File: config.mk
export PLATFORM = sky130hd
export DESIGN_NAME = chu_blk_serializer_flat
export DESIGN_NICKNAME = d
export VERILOG_FILES = /design/src/rtl/chu_blk_serializer_if.sv /design/src/rtl/chu_blk_serializer.sv /design/src/flat_wrapper.sv
export SDC_FILE = /design/constraint.sdc
export NUM_CORES = 1
export LEC_CHECK = 0
export CAP_MARGIN = 20
export CORE_UTILIZATION = 45
export DETAILED_ROUTE_END_ITERATION = 10
export GPL_TIMING_DRIVEN = 0
export PLACE_DENSITY = 0.79
export SYNTH_ARGS = -nofsm -noshare
export SYNTH_HDL_FRONTEND = slang
export SYNTH_SLANG_ARGS = --single-unit
File: constraint.sdc
create_clock -name sys_clk -period 3.6 [get_ports sys_clk]
set_clock_uncertainty 0.05 [all_clocks]
set_input_delay 0.72 -clock sys_clk [delete_from_list [all_inputs] [get_ports sys_clk]]
set_output_delay 0.72 -clock sys_clk [all_outputs]
set_load 0.02 [all_outputs]
File: src/rtl/chu_blk_serializer_if.sv
// rtl/chu_blk_serializer_if.sv - block input handshake and word-stream output bundle
interface chu_blk_serializer_if #(
  parameter int WORDS = 16,
  parameter int DW    = 32,
  parameter int CW    = 8
);
  logic                  blk_val;
  logic                  blk_rdy;
  logic [WORDS*DW-1:0]   blk_w;
  logic [WORDS-1:0]      blk_w_val;
  logic                  blk_last;
  logic [2:0]            blk_alg;
  logic [DW-1:0]         data;
  logic                  val;
  logic                  sop;
  logic                  eop;
  logic [2:0]            alg;
  logic [CW-1:0]         mes_cnt;
  logic                  busy;

  modport master (
    output blk_val, blk_w, blk_w_val, blk_last, blk_alg,
    input  blk_rdy, data, val, sop, eop, alg, mes_cnt, busy
  );

  modport slave (
    input  blk_val, blk_w, blk_w_val, blk_last, blk_alg,
    output blk_rdy, data, val, sop, eop, alg, mes_cnt, busy
  );
endinterface

File: src/rtl/chu_blk_serializer.sv
// rtl/chu_blk_serializer.sv - re-streams masked 16-word blocks as framed 32-bit words
module chu_blk_serializer #(
  parameter int WORDS = 16,
  parameter int DW    = 32,
  parameter int CW    = 8
) (
  input logic               sys_clk,
  input logic               sys_rst,
  chu_blk_serializer_if.slave bus
);
  localparam int IW = $clog2(WORDS);

  typedef enum logic {S_IDLE, S_SEND} state_t;

  state_t              state_q, state_d;
  logic [WORDS*DW-1:0] w_q, w_d;
  logic [WORDS-1:0]    mask_q, mask_d;
  logic                last_q, last_d;
  logic [2:0]          balg_q, balg_d;
  logic [2:0]          alg_q, alg_d;
  logic                open_q, open_d;
  logic [CW-1:0]       cnt_q, cnt_d;

  logic [WORDS-1:0]    rem;
  logic [IW-1:0]       idx;
  logic                emit, final_word, rdy, accept, sop_w, eop_w;

  always_comb begin
    idx = '0;
    // Descending scan so the lowest set bit wins.
    for (int i = WORDS - 1; i >= 0; i--) begin
      if (mask_q[i]) idx = i[IW-1:0];
    end
    rem      = mask_q;
    rem[idx] = 1'b0;

    emit       = (state_q == S_SEND);
    final_word = emit && (rem == '0);
    rdy        = !sys_rst && ((state_q == S_IDLE) || final_word);
    accept     = bus.blk_val && rdy;
    sop_w      = emit && !open_q;
    eop_w      = final_word && last_q;

    state_d = state_q;
    w_d     = w_q;
    mask_d  = mask_q;
    last_d  = last_q;
    balg_d  = balg_q;
    alg_d   = alg_q;
    open_d  = open_q;
    cnt_d   = cnt_q;

    if (emit) begin
      mask_d = rem;
      open_d = !eop_w;
      if (sop_w) alg_d = balg_q;
      if (eop_w) cnt_d = cnt_q + 1'b1;
    end
    if (final_word) state_d = S_IDLE;

    // An all-zero mask is consumed but never reaches the stream.
    if (accept && (bus.blk_w_val != '0)) begin
      state_d = S_SEND;
      w_d     = bus.blk_w;
      mask_d  = bus.blk_w_val;
      last_d  = bus.blk_last;
      balg_d  = bus.blk_alg;
    end
  end

  always_ff @(posedge sys_clk) begin
    if (sys_rst) begin
      state_q <= S_IDLE;
      w_q     <= '0;
      mask_q  <= '0;
      last_q  <= 1'b0;
      balg_q  <= '0;
      alg_q   <= '0;
      open_q  <= 1'b0;
      cnt_q   <= '0;
    end else begin
      state_q <= state_d;
      w_q     <= w_d;
      mask_q  <= mask_d;
      last_q  <= last_d;
      balg_q  <= balg_d;
      alg_q   <= alg_d;
      open_q  <= open_d;
      cnt_q   <= cnt_d;
    end
  end

  assign bus.blk_rdy = rdy;
  assign bus.val     = emit;
  assign bus.data    = emit ? w_q[idx*DW +: DW] : '0;
  assign bus.sop     = sop_w;
  assign bus.eop     = eop_w;
  assign bus.alg     = sop_w ? balg_q : alg_q;
  assign bus.mes_cnt = cnt_q;
  assign bus.busy    = emit;
endmodule

File: src/flat_wrapper.sv
// flat-port wrapper written by rule: the top's interface ports become plain ports
module chu_blk_serializer_flat 
#(
  parameter int WORDS = 16,
  parameter int DW    = 32,
  parameter int CW    = 8
)
  (sys_clk, sys_rst, bus_blk_val, bus_blk_w, bus_blk_w_val, bus_blk_last, bus_blk_alg, bus_blk_rdy, bus_data, bus_val, bus_sop, bus_eop, bus_alg, bus_mes_cnt, bus_busy);
  chu_blk_serializer_if #(.WORDS(WORDS), .DW(DW), .CW(CW)) bus_i ();
  input logic sys_clk;
  input logic sys_rst;
  input wire logic [$bits(bus_i.blk_val)-1:0] bus_blk_val;
  input wire logic [$bits(bus_i.blk_w)-1:0] bus_blk_w;
  input wire logic [$bits(bus_i.blk_w_val)-1:0] bus_blk_w_val;
  input wire logic [$bits(bus_i.blk_last)-1:0] bus_blk_last;
  input wire logic [$bits(bus_i.blk_alg)-1:0] bus_blk_alg;
  output wire logic [$bits(bus_i.blk_rdy)-1:0] bus_blk_rdy;
  output wire logic [$bits(bus_i.data)-1:0] bus_data;
  output wire logic [$bits(bus_i.val)-1:0] bus_val;
  output wire logic [$bits(bus_i.sop)-1:0] bus_sop;
  output wire logic [$bits(bus_i.eop)-1:0] bus_eop;
  output wire logic [$bits(bus_i.alg)-1:0] bus_alg;
  output wire logic [$bits(bus_i.mes_cnt)-1:0] bus_mes_cnt;
  output wire logic [$bits(bus_i.busy)-1:0] bus_busy;
  assign bus_i.blk_val = bus_blk_val;
  assign bus_i.blk_w = bus_blk_w;
  assign bus_i.blk_w_val = bus_blk_w_val;
  assign bus_i.blk_last = bus_blk_last;
  assign bus_i.blk_alg = bus_blk_alg;
  assign bus_blk_rdy = bus_i.blk_rdy;
  assign bus_data = bus_i.data;
  assign bus_val = bus_i.val;
  assign bus_sop = bus_i.sop;
  assign bus_eop = bus_i.eop;
  assign bus_alg = bus_i.alg;
  assign bus_mes_cnt = bus_i.mes_cnt;
  assign bus_busy = bus_i.busy;
  chu_blk_serializer #(.WORDS(WORDS), .DW(DW), .CW(CW)) u_core (.sys_clk(sys_clk), .sys_rst(sys_rst), .bus(bus_i));
endmodule
Word level (Yosys, flattened, before mapping):

Index checks and enable logic that the tools add are counted.

* add/subtract/negate cells: 1
* order comparisons: 2
* reductions and logical operators: 16
* bitwise logic cells: 3
* shift-type cells: 1
* multiplexer cells: 24

Operators by type and width (number)
* 512-bit by 10-bit variable part select with 32-bit output: 1
* 4-bit 2-to-1 mux: 16
* 16-bit 2-to-1 mux: 2
* 32-bit 2-to-1 mux: 1
* 16-bit AND: 1
* 16-bit logical NOT: 1
* 16-bit NOT: 1
* 16-bit nonzero test: 1
* 8-bit by 1-bit adder with 8-bit output, second input constant: 1
* 1-bit logical AND: 7
* 4-bit by 5-bit less-than comparator with 1-bit output, second input constant: 1
* 1-bit demux with 4-bit select: 1
* 4-bit by 1-bit >= comparator with 1-bit output, second input constant: 1
* 2-bit nonzero test: 2
* 1-bit logical NOT: 3
* 1-bit 2-to-1 mux: 3
* 3-bit 2-to-1 mux: 1
* 2-bit AND reduction: 1
* 1-bit logical OR: 1
* 1-bit NOT: 1

* output and inout port bits: 48
* word-level logic and storage cells: 55
* input bits: 535
* flip-flop bits (word level): 545

Logic depth before layout (Yosys ltp):

* word-level depth: 29
* gate-level depth with buffers: 16
* depth with buffers taken out: 9

Worst setup path after synthesis:

Ideal clock, no wire load.

* kind: register to output
* start: reg u_core.mask_q[3]
* end: out bus_data[23]
* setup slack: -0.250 ns
* path buffers: 4
* arrival: 3.080 ns
* stages on the path, launching flop included: 13
* required time: 2.830 ns
* cells stage by stage: dfxtp_1 > buf_2 > nor2b_1 > nor3_1 > a311oi_2 > nand2b_1 > clkbuf_1 > clkbuf_1 > buf_1 > o22ai_1 > o21ai_0 > nand2_1 > a211oi_1

* word-level cells in the longest chain between the ends: 6

RTL lines
* start, declared: line chu_blk_serializer.sv:17 `logic [WORDS-1:0] mask_q, mask_d;`
* start signal, assigned: line chu_blk_serializer.sv:84 `mask_q <= mask_d;`
* 4-bit 2-to-1 mux (4 in a row): line chu_blk_serializer.sv:32 `if (mask_q[i]) idx = i[IW-1:0];`
* 512-bit by 10-bit variable part select with 32-bit output: line chu_blk_serializer.sv:95 `assign bus.data = emit ? w_q[idx*DW +: DW] : '0;`
* 32-bit 2-to-1 mux: line chu_blk_serializer.sv:95
* end, declared: line flat_wrapper.sv:18 `output wire logic [$bits(bus_i.data)-1:0] bus_data;`

Every way passes these cells.

Final worst setup path:

* start: reg u_core.mask_q[12]
* end: out bus_data[29]

* word-level cells in the longest chain between the ends: 15

RTL lines (line)
* 4-bit 2-to-1 mux (13 in a row): chu_blk_serializer.sv:32
* 512-bit by 10-bit variable part select with 32-bit output: chu_blk_serializer.sv:95
* 32-bit 2-to-1 mux: chu_blk_serializer.sv:95

Every way passes these cells.

==> flow_summary.json <==
{
  "cts.reportedPaths.clkPinSlew_ns": 0.06,
  "hpwl_mm": 82.0,
  "dr.pass1.iters": 6,
  "drv_slew": 0,
  "grt_pass1_vias": 25200,
  "die_w_um": 232,
  "r2r-start": "u_core.mask_q[9]",
  "status": "finished with violations",
  "yosys_warnings": 0,
  "initial_core_util": 0.459,
  "grt_max_degree": 15,
  "die_h_um": 232,
  "synth-edff-count": 0,
  "num_io_pins": 583,
  "peakVddDrop_mv": 0.507,
  "layout_common_cells": "nand2_1, clkdlybuf4s50_1, dfxtp_1",
  "wl_per_cell_um": 25.1,
  "ys_seq_elements": 545,
  "setup_slack_ns": -0.632,
  "p_sw_mw": 11.1,
  "cp_num_buf_inv": 5,
  "detailed_place.area_um2": 30600,
  "hold_class": "register to register",
  "ant_nets": 0,
  "crit_type": "register to primary output",
  "dieArea_um2": 53700,
  "viasPerCell": 5.84,
  "fin_nets": 4325,
  "synth-seq-area-share": 0.459,
  "hold_viol": 0,
  "max_stage_delay_ns": 0.37,
  "htreeDepth": 2,
  "rsz0062_at_grt": "yes",
  "startpoint_type": "register",
  "drtIter0Drc": 2868,
  "fp-row-count": 83,
  "grt_pass1_wl_mm": 158,
  "grt_overflow": 0,
  "max-clock-path-buffers": 3,
  "yosysTopAreaCell": "dfxtp_1",
  "track_usage": 0.399,
  "r2r_end": "u_core.bus.mes_cnt[1]",
  "p_int_mw": 16.0,
  "area_delta_synth_final_pct": 53.0,
  "yosys-top-cells-area": "dfxtp_1, nand2b_1, o21ai_0, nand2_1, o22ai_1",
  "maxCapViolCount": 0,
  "min-delay-start": "u_core.w_q[338]",
  "synth_nets": 3585,
  "r2r_slack_ns": -0.48,
  "fmax_mhz": 236,
  "syn_area_um2": 23800,
  "maxSlewHeadroom": 0.306,
  "power.share.sequential": 0.282,
  "arrival_ns": 3.46,
  "fin_area_um2": 36300,
  "avgSynthCellArea_um2": 7.79,
  "pwr-share-clk": 0.221,
  "synthDominantCellAreaShare": 0.459,
  "cts_inserted_buffers": 56,
  "power.share.switching": 0.409,
  "crit_path_end_kind": "primary output",
  "tightestPinTransition_ns": 1.04,
  "r2r_cells": 24,
  "clk_latency_ns": 0.62,
  "cp.required_ns": 2.83,
  "path_cells": "nor3_4 > o21ai_4 > a311oi_4 > buf_4 > nand2b_4 > clkbuf_16 > buf_12 > buf_12 > nor2_1 > nor3_2 > o22ai_1 > a211oi_2 > buf_4",
  "path_max_fanout": 8,
  "layout_commonest_cell": "nand2_1",
  "gp_congestion": 1.01,
  "share_comb_of_total_power": 0.497,
  "wl_mm": 114,
  "antenna_found_initial": 19,
  "netlist_instances": 3049,
  "ys_types": 55,
  "cts_tree": "yes",
  "path_delay_family": "compound AO/OA/AOI/OAI gates",
  "p_leak_nw": 13.5,
  "period_share": 1.18,
  "root_buffer": "clkbuf_16",
  "cts_sinks": 545,
  "finalPower_mw": 27.1,
  "vias": 26400,
  "slowest_stage": "dfxtp_4",
  "whs_path_depth": 2,
  "powerDensity_nw_per_um2": 747,
  "setup-violations-final": 103,
  "setup_tns_ns": -20.98,
  "io_buffers": 582,
  "min_to": "u_core.w_q[338]",
  "ys.flop_type": "dfxtp_1",
  "finalCriticalPeriod_ns": 4.23,
  "drc_errors": 0,
  "violations": "setup timing",
  "core_area_um2": 51700,
  "drive_gt1_frac": 0.176,
  "synthArstFlopShare": 0
}
## registers in the layout, summed over array words and instances, names as in the netlist
name	flops
u_core.w_q	512
u_core.mask_q	16
u_core.bus.mes_cnt	8
u_core.alg_q	3
u_core.balg_q	3
u_core.bus.busy	1
u_core.last_q	1
u_core.open_q	1
## cells by family after synthesis
kind of cell    after synthesis  share of synthesized area
mux                           6                    0.00279
buf+inv                     265                     0.0453
compound gates              865                      0.209
xor+xnor                      3                    0.00111
fa+ha+maj                     1                   0.000527
simple gates               1364                      0.282
flops                       545                      0.459
## worst max-delay path by stage
stage | startpoint | to | slack (ns) | cells after the start
floorplan | u_core.mask_q[3] | bus_data[23] | 0.04 | 12
finish | u_core.mask_q[12] | bus_data[29] | -0.63 | 13
detailed placement | u_core.mask_q[3] | bus_data[22] | -2.32 | 13
global route | u_core.mask_q[8] | bus_data[29] | -0.67 | 13
global placement | u_core.mask_q[3] | bus_data[22] | -2.32 | 13
CTS | u_core.mask_q[10] | bus_data[31] | -0.54 | 13
## stage by stage
stage / hold WS [ns] / cells / setup WS (ns) / util
floorplan: 0.392 / 3049 / 0.0394 / -
global placement: 0.403 / 4311 / -2.32 / 0.591
detailed placement: 0.405 / 4311 / -2.32 / 0.591
CTS: 0.417 / 4481 / -0.542 / 0.677
global route: 0.431 / 4518 / -0.667 / 0.702
finish: 0.416 / 4524 / -0.632 / 0.702
## tightest hold or removal path: stages (launching register included)
cell,delay (ns)
dfxtp_1,0.31
nand2b_1,0.06
o21ai_1,0.05
## area by class of cell
| cell class | instances | area (µm²) |
|---|---|---|
| inverter | 9 | 33.8 |
| tap | 680 | 851 |
| buffer | 249 | 2260 |
| timing repair buffer | 687 | 6890 |
| sequential | 545 | 11000 |
| multi-input combinational | 2241 | 13500 |
| antenna | 14 | 35.0 |
| clock buffer | 75 | 1570 |
| fill | 4047 | 15400 |
| clock inverter | 24 | 262 |
## power groups by stage
stage	combinational [mW]	sequential (mW)	clock, mW
after floorplan	5.01	7.48	0
after global placement	8.84	7.66	0
after detailed placement	8.91	7.68	0
after CTS	12.1	7.59	5.96
after global routing	13.9	7.73	6.23
final	13.5	7.66	6.00
## what timing repair did
| action | 4_1_cts | 5_1_grt |
|---|---|---|
| pin swaps | 131 | 94 |
| setup endpoints to repair | 576 | 570 |
| resized for setup | 716 | 396 |
| gates cloned | 9 | 10 |
| setup buffers | 65 | 27 |
| hold buffers | 0 | 0 |
## synth_stat cells (2+ instances only)
cell type and n:
nand3_1 10, mux2_1 2, o21ai_0 455, nor3_1 70, or4_1 2, mux2_2 3
or3_1 4, nor2b_1 9, o22a_1 34, nand2_1 579, inv_1 9, o22ai_1 157
a211oi_1 31, or4_4 3, nor2_1 147, buf_1 14, buf_2 58, xnor2_1 3
o221ai_1 35, nand4_1 4, buf_4 2, clkbuf_1 182, nand2b_1 518, a21oi_1 10
dfxtp_1 545, o31ai_1 22, o21ai_1 107, o41ai_1 2, nor4_1 6
## per-layer routing
metal	wire, µm	vias to the layer above	track usage	share of wire
li1	-	11900	-	-
met5	75	-	0	0.00066
met3	12200	394	0.0894	0.11
met1	42600	12400	0.495	0.37
met4	7680	12	0.219	0.068
met2	51200	1703	0.642	0.45
(Power assumes the default switching activity.)
